--- src/rtl/elevator_pkg.sv ---
// Shared codes and types for the elevator plant, its controller and their benches.
package elevator_pkg;

  localparam logic [1:0] DIR_IDLE = 2'b00;
  localparam logic [1:0] DIR_UP   = 2'b01;
  localparam logic [1:0] DIR_DOWN = 2'b10;
  localparam logic [1:0] DIR_BAD  = 2'b11;

  localparam logic [1:0] FLOOR1 = 2'b01;
  localparam logic [1:0] FLOOR2 = 2'b10;
  localparam logic [1:0] FLOOR3 = 2'b11;

  typedef enum logic [1:0] {
    DoorOpen,
    DoorClosing,
    DoorClosed,
    DoorOpening
  } door_state_t;

  // Shared width for the door and travel counters.
  function automatic int unsigned cnt_width(input int unsigned a, input int unsigned b);
    int unsigned m;
    m = (a > b) ? a : b;
    return $clog2(m) + 1;
  endfunction

endpackage

--- src/rtl/elevator_door_model.sv ---
// Door mechanism: four-state FSM with a shared open/close timer; dc is registered.
module elevator_door_model
  import elevator_pkg::*;
#(
  parameter int unsigned DOOR_TIME = 4,
  parameter int unsigned CNT_W     = 4
) (
  input  logic        i_clk,
  input  logic        i_rst_n,
  input  logic        i_door,
  input  logic        i_hold_closed,
  output logic        o_dc,
  output door_state_t o_door_state
);

  localparam logic [CNT_W-1:0] LOAD = CNT_W'(DOOR_TIME - 1);

  door_state_t      r_state, w_state_d;
  logic [CNT_W-1:0] r_cnt, w_cnt_d;
  logic             r_dc;

  always_ff @(posedge i_clk or negedge i_rst_n) begin
    if (!i_rst_n) begin
      r_state <= DoorOpen;
      r_cnt   <= '0;
      r_dc    <= 1'b0;
    end else begin
      r_state <= w_state_d;
      r_cnt   <= w_cnt_d;
      r_dc    <= (w_state_d == DoorClosed);
    end
  end

  // A command reversal mid-motion takes priority over completing the motion.
  always_comb begin
    w_state_d = r_state;
    w_cnt_d   = r_cnt;
    unique case (r_state)
      DoorOpen: begin
        if (i_door) begin
          w_state_d = DoorClosing;
          w_cnt_d   = LOAD;
        end
      end
      DoorClosing: begin
        if (!i_door) begin
          w_state_d = DoorOpening;
          w_cnt_d   = LOAD;
        end else if (r_cnt == '0) begin
          w_state_d = DoorClosed;
        end else begin
          w_cnt_d = r_cnt - CNT_W'(1);
        end
      end
      DoorClosed: begin
        if (!i_door && !i_hold_closed) begin
          w_state_d = DoorOpening;
          w_cnt_d   = LOAD;
        end
      end
      DoorOpening: begin
        if (i_door) begin
          w_state_d = DoorClosing;
          w_cnt_d   = LOAD;
        end else if (r_cnt == '0) begin
          w_state_d = DoorOpen;
        end else begin
          w_cnt_d = r_cnt - CNT_W'(1);
        end
      end
    endcase
  end

  assign o_dc         = r_dc;
  assign o_door_state = r_state;

endmodule

--- src/rtl/elevator_plant.sv ---
// Elevator car/shaft/door plant: turns controller door/dir commands into fs/dc feedback
// and latches a sticky fault on any illegal command sequence.
module elevator_plant
  import elevator_pkg::*;
#(
  parameter int unsigned DOOR_TIME   = 4,
  parameter int unsigned TRAVEL_TIME = 8,
  parameter logic [1:0]  RESET_FLOOR = FLOOR1
) (
  input  logic       i_clk,
  input  logic       i_rst_n,
  input  logic       i_door,
  input  logic [1:0] i_dir,
  output logic [1:0] o_fs,
  output logic       o_dc,
  output logic       o_moving,
  output logic       o_fault
);

  localparam int unsigned      CNT_W = cnt_width(DOOR_TIME, TRAVEL_TIME);
  localparam logic [CNT_W-1:0] TLOAD = CNT_W'(TRAVEL_TIME - 1);

  logic [1:0]       r_dir_q;
  logic [1:0]       r_fs;
  logic [1:0]       r_target;
  logic             r_moving;
  logic             r_fault;
  logic [CNT_W-1:0] r_cnt;
  door_state_t      w_door_state;
  logic             w_dc;
  logic             w_rise;
  logic             w_fault_evt;
  logic             w_start;

  elevator_door_model #(
    .DOOR_TIME(DOOR_TIME),
    .CNT_W    (CNT_W)
  ) u_door (
    .i_clk        (i_clk),
    .i_rst_n      (i_rst_n),
    .i_door       (i_door),
    .i_hold_closed(r_moving),
    .o_dc         (w_dc),
    .o_door_state (w_door_state)
  );

  assign w_rise = (r_dir_q == DIR_IDLE) && (i_dir != DIR_IDLE);

  always_comb begin
    w_fault_evt = (i_dir == DIR_BAD)
                | (w_rise && (w_door_state != DoorClosed))
                | (w_rise && (i_dir == DIR_UP) && (r_fs == FLOOR3))
                | (w_rise && (i_dir == DIR_DOWN) && (r_fs == FLOOR1))
                | (r_moving && (i_dir != r_dir_q))
                | (r_moving && !i_door);
    w_start = w_rise && (w_door_state == DoorClosed) && !r_fault && !w_fault_evt;
  end

  // Fault beats both trip start and arrival, so fs freezes on the departure floor.
  always_ff @(posedge i_clk or negedge i_rst_n) begin
    if (!i_rst_n) begin
      r_dir_q  <= DIR_IDLE;
      r_fs     <= RESET_FLOOR;
      r_target <= RESET_FLOOR;
      r_moving <= 1'b0;
      r_fault  <= 1'b0;
      r_cnt    <= '0;
    end else begin
      r_dir_q <= i_dir;
      if (w_fault_evt) begin
        r_fault  <= 1'b1;
        r_moving <= 1'b0;
      end else if (w_start) begin
        r_moving <= 1'b1;
        r_cnt    <= TLOAD;
        r_target <= (i_dir == DIR_UP) ? r_fs + 2'd1 : r_fs - 2'd1;
      end else if (r_moving) begin
        if (r_cnt == '0) begin
          r_fs     <= r_target;
          r_moving <= 1'b0;
        end else begin
          r_cnt <= r_cnt - CNT_W'(1);
        end
      end
    end
  end

  assign o_fs     = r_fs;
  assign o_dc     = w_dc;
  assign o_moving = r_moving;
  assign o_fault  = r_fault;

endmodule

--- config.mk ---
export PLATFORM = sky130hd
export DESIGN_NAME = elevator_plant
export DESIGN_NICKNAME = d
export VERILOG_FILES = /design/src/rtl/elevator_pkg.sv /design/src/rtl/elevator_door_model.sv /design/src/rtl/elevator_plant.sv
export SDC_FILE = /design/constraint.sdc
export NUM_CORES = 1
export LEC_CHECK = 0
export CORE_MARGIN = 3
export CORE_UTILIZATION = 45
export CTS_CLUSTER_SIZE = 25
export DETAILED_ROUTE_END_ITERATION = 8
export PLACE_DENSITY = 0.75
export SYNTH_ARGS = -nofsm -noshare
export SYNTH_HDL_FRONTEND = slang
export SYNTH_SLANG_ARGS = --single-unit
--- constraint.sdc ---
create_clock -name i_clk -period 5.9 [get_ports i_clk]
set_input_delay 0.885 -clock i_clk [delete_from_list [all_inputs] [get_ports i_clk]]
set_output_delay 0.885 -clock i_clk [all_outputs]
set_load 0.02 [all_outputs]
## Yosys cells after proc, flatten, opt, wreduce, memory -nomap -nowiden

Cells that the tools add are included.
Widths: inputs -> output; s select.

- Register bits after elaboration: 19
- Input port bits: 5
- Output and inout bits: 5
- Word-level logic and storage cells: 81

- Add/subtract/negate cells: 4
- Eq/ne operators: 14
- Mux-type cells: 21
- Bitwise logic cells: 7
- Reductions and logical operators: 26

Operator list:

| kind | number |
|---|---|
| $mux 4 | 8 |
| $pmux 4 s4 | 1 |
| $mux 2 | 7 |
| $eq 2x2->1 const B | 6 |
| $logic_and 1x1->1 | 12 |
| $logic_not 4->1 | 2 |
| $pmux 2 s4 | 1 |
| $sub 4x1->4 const B | 2 |
| $eq 2x1->1 const B | 3 |
| $ne 2x2->1 const B | 3 |
| $or 1x1->1 | 5 |
| $logic_not 1->1 | 4 |
| $logic_not 2->1 | 2 |
| $mux 1 | 4 |
| $reduce_and 2->1 | 2 |
| $reduce_and 4->1 | 1 |
| $reduce_bool 2->1 | 2 |
| $reduce_and 3->1 | 1 |
| $add 2x1->2 const B | 1 |
| $ne 2x1->1 const B | 1 |
| $ne 2x2->1 | 1 |
| $not 1->1 | 2 |
| $sub 2x1->2 const B | 1 |

## Longest topological paths before layout

Gate-level depths: netlist (run 1).

- Depth in word-level cells: 12
- Gate-level depth with buffers: 7
- Depth with buffers taken out: 7

## Cells and area by module

A second synthesis (run 1) with hierarchy kept.

- Cell total of the unflattened synthesis: 101
- Area, all modules: 1,087.3 sq um

Modules (own cells, without submodules):

| module | times used | cells an instance | area each (sq um) | sequential area each (sq um) |
|---|---|---|---|---|
| elevator_plant | 1 | 59 | 644.4 | 302.8 |
| elevator_door_model | 1 | 42 | 442.9 | 175.2 |

## Worst setup path before layout (run 1)

No wires, ideal clock.

- Kind: input -> register
- From: input port i_dir[0]
- To: register r_cnt[2]
- Library setup time: 132 ps
- Data arrival time: 1,986 ps
- Required time: 5,768 ps
- Slack: 3,782 ps
- Stages: 5
- Path buffers: 0
- Path through: and3b_1 o221ai_1 nand4_2 o21ai_0 or3b_1

- Word-level cells in the longest chain between the ends: 12
- Elaborated cells between the ends (all ways): 26
- Classes of those cells: eq/ne (5); mux (1); bitwise (6); reduce/logical (14)

RTL lines:

| what | RTL line | text |
|---|---|---|
| start, declared | elevator_plant.sv:13 | `input logic [1:0] i_dir,` |
| $reduce_bool 2->1 | elevator_plant.sv:47 | `assign w_rise = (r_dir_q == DIR_IDLE) && (i_dir != DIR_IDLE);` |
| $logic_and 1x1->1 | elevator_plant.sv:47 |  |
| $logic_and 1x1->1 (on tied branches) | elevator_plant.sv:51, elevator_plant.sv:52 |  |
| $or 1x1->1 or $logic_and 1x1->1 (tied branches) | elevator_plant.sv:51, elevator_plant.sv:52 |  |
| $or 1x1->1 | elevator_plant.sv:52 | `\| (w_rise && (i_dir == DIR_UP) && (r_fs == FLOOR3))` |
| $or 1x1->1 | elevator_plant.sv:53 | `\| (w_rise && (i_dir == DIR_DOWN) && (r_fs == FLOOR1))` |
| $or 1x1->1 | elevator_plant.sv:54 | `\| (r_moving && (i_dir != r_dir_q))` |
| $or 1x1->1 | elevator_plant.sv:55 | `\| (r_moving && !i_door);` |
| $logic_not 1->1 | elevator_plant.sv:56 | `w_start = w_rise && (w_door_state == DoorClosed) && !r_fault && !w_fault_evt;` |
| $logic_and 1x1->1 | elevator_plant.sv:56 |  |
| $ne 2x2->1 (no source line) or $reduce_bool 2->1 (tied branches) | -- |  |
| $reduce_and 3->1 (no source line) | -- |  |
| end signal, assigned | elevator_plant.sv:82 | `r_cnt <= r_cnt - CNT_W'(1);` |
| end, declared | elevator_plant.sv:28 | `logic [CNT_W-1:0] r_cnt;` |

Parallel ways exist; a longest one is shown, timed or not.
A chain may end at the register's enable or synchronous reset.

## Worst setup path in the final report (run 1)

- From: input port i_dir[1]
- To: register r_cnt[2]

Same word-level chain as after synthesis.

==> out/metrics.csv, run 1 <==
stage;metric;value;unit
status;status;finished clean;
sta;worst slew pin tran;852;ps
synthesis;top cells by area, synth;dfrtp_1, dfstp_2, ha_1;
clock_tree;worst skew pair latency;290;ps
synthesis;Syn Area/Cell;10.3;sq um
layout;Non-Filler Instances;138;
job;maxcap violations;0;
sta;Fin. Hold Viols;0;
setup_path;worst-path cell chain;clkdlybuf4s50_1 > and3b_1 > o221ai_1 > nand4_2 > o21ai_0 > or3b_1;
synthesis;Synth Warn #;0;
sta;crit path time final;2670;ps
setup_path;reg-to-reg endpoint;r_cnt[2];
setup_path;Crit Path Class;in -> reg;
setup_path;worst-path fanout max;9;
clock_tree;post-CTS setup buffer count;0;
sta;f_max;0.375;GHz
die;I/O pins;10;
placed_design;port bufs;9;
layout;P&R area growth vs syn;14.8;%
setup_path;Setup crit end;r_cnt[2];
global_route;initial antenna violation count;0;
placed_design;Place WS;2910;ps
clock_tree;hold_buf cts;0;
die;Rows;16;
route;drt first-iter violations;10;
setup_path;CP delay by family, top;simple AND/OR/NAND/NOR gates;
global_route;GRT Overall Usage;16.2;%
die;CORE AREA;2040;sq um
die;Die H;53.4;um
placed_design;cell area after placement;1140;sq um
setup_path;worst-case reg-to-reg path depth;5;
route;router iterations before antenna repair;4;
setup_path;WP data required;6080;ps
placed_design;GP Congestion;0.811;
clock_tree;htree depth;1;
min_path;hold_sp;r_target[0];
global_route;gr ovfl total;0;
route;remaining antenna violation count;0;
layout;commonest non-fill, non-tap cell in the layout;dfrtp_1;
min_path;HP Class;reg -> reg;
setup_path;Max stage delay on crit path;600;ps
placed_design;dpl cells;134;
layout;layout cells sized above 1;14.4;%
setup_path;Worst setup SP type;primary input;
clock_tree;CTS Sinks;19;
synthesis;Synth top area share;42.0;%
setup_path;Crit path depth;6;
sta;Final Worst Setup Slack;3230;ps
sta;Slew Limit Fails;0;
sta;period utilization;45.2;%
layout;# diodes;0;
route;WL final;1880;um
global_route;number of global-route vias before repair;744;
placed_design;DP Wirelength;1440;um
synthesis;leading area contributor after synthesis;dfrtp_1;
sta;RSZ-0062 raised after global routing;false;
global_route;first-pass GRT wire length;3270;um
sta;Worst Clk Skew;3.02;ps
route;DR vias;732;
clock_tree;CTS tree;done;
setup_path;crit path DAT;2850;ps
clock_tree;CTS root buffer;clkbuf_4;
setup_path;worst setup path start;i_dir[1];
sta;Slew HR;43.0;%
layout;Nets;121;
clock_tree;CTS clk-pin slew, worst paths;110;ps
route;routed len/inst;13.6;um
synthesis;Mapped Area;1010;sq um
sta;Final setup viols;0;
clock_tree;post-cts sizing count;0;
layout;most frequent cells in the layout;dfrtp_1, inv_1, nor2_1, clkdlybuf4s50_1, o21ai_0;
setup_path;R2R Setup Slk;3790;ps
setup_path;Critical-path top delay cell;clkdlybuf4s50_1;
clock_tree;Clock Path Buffers;2;
setup_path;Buf/Inv on CP;1;
die;Starting Density;49.6;%
synthesis;Synth cell types;33;
synthesis;synthesized flop and latch total;19;
power_and_ir_drop;leakage;0.517;nW
power_and_ir_drop;IR drop worst, VDD;0.000170;V
synthesis;syn nets;107;
layout;design area;1160;sq um
setup_path;FF-to-FF Start;u_door.o_door_state[0];
setup_path;crit path capture type;register;
route;drt drc;0;
synthesis;sequential element share of the synthesized area;47.2;%
power_and_ir_drop;Pwr Density;256;nW/um^2
die;DIE WIDTH;53.4;um
sta;setup TNS;0;ps
synthesis;cells after synthesis;98;
sta;hold_ws;477;ps
global_route;largest net degree at the start of global routing;20;
route;DR vias/cell;5.30;
die;Die Area;2850;sq um
clock_tree;CTS Buf Count;3;
## logic make-up after synthesis
logic type / share of synthesized area, %
XOR/XNOR: 3.46
AND/OR/NAND/NOR: 26.2
AO/OA/AOI/OAI: 10.5
adder cells (fa/ha/maj): 4.94
buffers and inverters: 3.34
flip-flops: 47.2
multiplexers: 4.33
## cell usage after synthesis, drive strengths merged
cell type	count
dfrtp	17
nor4	1
or2b	1
or3b	3
nor3b	4
nor2	9
xor2	1
a31o	1
inv	9
mux2i	1
nand2	5
nand3	1
o32ai	1
nand4	2
and2b	1
xnor2	3
dfstp	2
nand2b	2
and3	1
a21oi	5
nand3b	3
nor3	3
or2	1
o221ai	1
mux2	3
or3	3
a31oi	2
and3b	1
o21ai	7
ha	4
## state kept, by name, summed over array words and instances (netlist names), 2 cells and up
signal	flops
r_target	2
u_door.r_cnt	4
o_fs	2
u_door.o_door_state	2
r_cnt	4
r_dir_q	2
## worst min-delay path, cell delays in order (launching register included)
cell and delay [ps]:
dfstp_2 390, inv_1 40, mux2i_1 50
## per-stage QoR
step	power, mW	utilization [%]
6_report	0.297	56.9
5_1_grt	0.317	56.9
4_1_cts	0.300	56.9
3_5_place_dp	0.234	55.6
3_3_place_gp	0.229	55.6
2_1_floorplan	0.211	-
## power by group
group	switching, mW	total [mW]	internal (mW)
Sequential	0.0173	0.163	0.146
Combinational	0.0376	0.0687	0.0310
Clock	0.0393	0.0655	0.0263
Total	0.0942	0.297	0.203
## worst min-delay path by stage
| stage | slack [ps] | depth (start not counted) | end |
|---|---|---|---|
| 3_5_place_dp | 460 | 2 | r_target[0] |
| 6_report | 480 | 2 | r_target[0] |
| 2_1_floorplan | 440 | 2 | r_target[0] |
| 5_1_grt | 500 | 2 | r_target[0] |
| 4_1_cts | 480 | 2 | r_target[0] |
| 3_3_place_gp | 460 | 2 | r_target[0] |
## area by class of cell
class | instances | area [sq um]
multi-input cells | 70 | 500
well taps | 27 | 33.8
repair buffers | 9 | 90.1
clock buffers | 4 | 26.3
inverters | 9 | 33.8
fillers | 204 | 880
flip-flops and latches | 19 | 478
## layer usage
metal	global-route usage [%]	wire length, um	vias up	share of wire [%]
met5	0	0	-	0
met4	11.1	39	0	2.1
met3	2.54	44	4	2.3
met2	24.7	880	10	47
met1	20.8	918	346	49
li1	-	-	372	-
No activity file was read; power rests on OpenSTA's default activity.
==> run 2, diff against run 1 <==
- clock period: 5.9 -> 2.5 ns (I/O delays scaled with it)
==> run 2 against run 1 <==
Against the previous run: clock skew fell by 1.6 ps; final cell count rose by 0.72%; register-to-register slack got worse by 3300 ps; count of clock-buffer cells in the layout fell by 1; critical path type unchanged; critical endpoint unchanged.
==> out/metrics.csv, run 2 (synthesis gave the netlist of run 1 again) <==
stage;metric;value;unit
route;DR vias;744;
global_route;initial antenna violation count;0;
route;drt first-iter violations;13;
layout;Non-Filler Instances;139;
status;status;finished clean;
sta;period utilization;82.2;%
power_and_ir_drop;total power;699;uW
sta;crit path time final;2060;ps
die;CORE AREA;2040;sq um
die;Rows;16;
clock_tree;htree depth;1;
sta;f_max;0.487;GHz
route;DR vias/cell;5.35;
clock_tree;hold_buf cts;0;
min_path;HP Class;reg -> reg;
placed_design;dpl cells;135;
power_and_ir_drop;Pwr Density;597;nW/um^2
setup_path;crit path DAT;2240;ps
setup_path;Crit Path Class;in -> reg;
die;Die H;53.4;um
clock_tree;CTS clk-pin slew, worst paths;110;ps
sta;Final setup viols;0;
die;DIE WIDTH;53.4;um
global_route;first-pass GRT wire length;3180;um
sta;Fin. Hold Viols;0;
layout;# diodes;0;
sta;RSZ-0062 raised after global routing;false;
sta;Worst Clk Skew;1.37;ps
sta;Slew HR;45.2;%
sta;hold_ws;479;ps
layout;Largest regs;r_cnt (4), u_door.r_cnt (4);
clock_tree;CTS Buf Count;3;
clock_tree;post-CTS setup buffer count;0;
placed_design;DP Wirelength;1320;um
die;Starting Density;49.6;%
global_route;gr ovfl total;0;
route;WL final;1730;um
die;I/O pins;10;
layout;layout cells sized above 1;16.1;%
sta;setup TNS;0;ps
setup_path;worst-path fanout max;9;
layout;multi-input combinational cell area;500;sq um
clock_tree;post-cts sizing count;0;
clock_tree;CTS Sinks;19;
setup_path;WP data required;2690;ps
power_and_ir_drop;leakage;0.525;nW
route;remaining antenna violation count;0;
sta;Slew Limit Fails;0;
layout;FF/Latch Area;478;sq um
setup_path;Worst setup SP type;primary input;
layout;most frequent cells in the layout;dfrtp_1, inv_1, nor2_1, clkdlybuf4s50_1, o21ai_0;
placed_design;port bufs;9;
clock_tree;CTS root buffer;clkbuf_4;
job;maxcap violations;0;
clock_tree;Clock Path Buffers;2;
setup_path;crit path capture type;register;
layout;final core occ;57.4;%
route;routed len/inst;12.4;um
layout;P&R area growth vs syn;15.7;%
route;drt drc;0;
global_route;largest net degree at the start of global routing;20;
layout;Nets;122;
sta;worst slew pin tran;819;ps
placed_design;GP Congestion;0.779;
die;Die Area;2850;sq um
route;router iterations before antenna repair;4;
clock_tree;CTS tree;done;
layout;commonest non-fill, non-tap cell in the layout;dfrtp_1;
layout;fillers;193;
clock_tree;worst skew pair latency;300;ps
global_route;GRT Overall Usage;15.6;%
global_route;number of global-route vias before repair;759;
power_and_ir_drop;IR drop worst, VDD;0.000362;V
[run 2: changes by cell type in the layout (fill, tap and decap cells not counted), sizes merged]
cell	previous run	this run
buf	0	1
clkbuf	4	3
clkinv	0	1
[run 2: metrics by stage]
step | instance area (sq um) | worst slack, ps
global placement | 1140 | 217
finish | 1170 | 445
global route | 1170 | 307
detailed placement | 1140 | 144
floorplan | 1010 | 482
CTS | 1170 | 456
[run 2: worst paths after layout]
kind	slack (ps)	cells after the start	to	startpoint
setup / recovery	440	6	r_cnt[2]	i_dir[1]
hold / removal	480	2	r_target[0]	r_target[0]
setup reg to reg	470	5	r_cnt[2]	u_door.o_door_state[0]
hold reg to reg	480	2	r_target[0]	r_target[0]
max in group asynchronous	1460	1	r_target[1]	i_rst_n
min in group asynchronous	540	1	o_moving	i_rst_n
[run 2: report_power, final]
group,internal [mW],switching [mW],total [mW]
registers,0.343,0.0368,0.380
clock network,0.0596,0.0974,0.157
logic,0.0735,0.0886,0.162
[run 2: area by class of cell]
cell class | count | area share, %
inverters | 9 | 2.88
well taps | 27 | 2.88
repair buffers | 10 | 8.33
clock inverters | 1 | 0.427
clock buffers | 3 | 1.92
multi-input cells | 70 | 42.7
flip-flops and latches | 19 | 40.8
[run 2: routing by layer]
layer	up-vias	routed length [um]	global-route usage, %
li1	374	-	-
met1	356	829	19.8
met2	9	827	24.9
met3	5	43	2.54
met4	0	25	8.51
met5	-	0	0
[run 2: critical path: stages]
cell and delay, ps:
clkdlybuf4s50_1 580, and3b_1 240, o221ai_1 250, nand4_2 260, o21ai_0 190, or3b_1 350
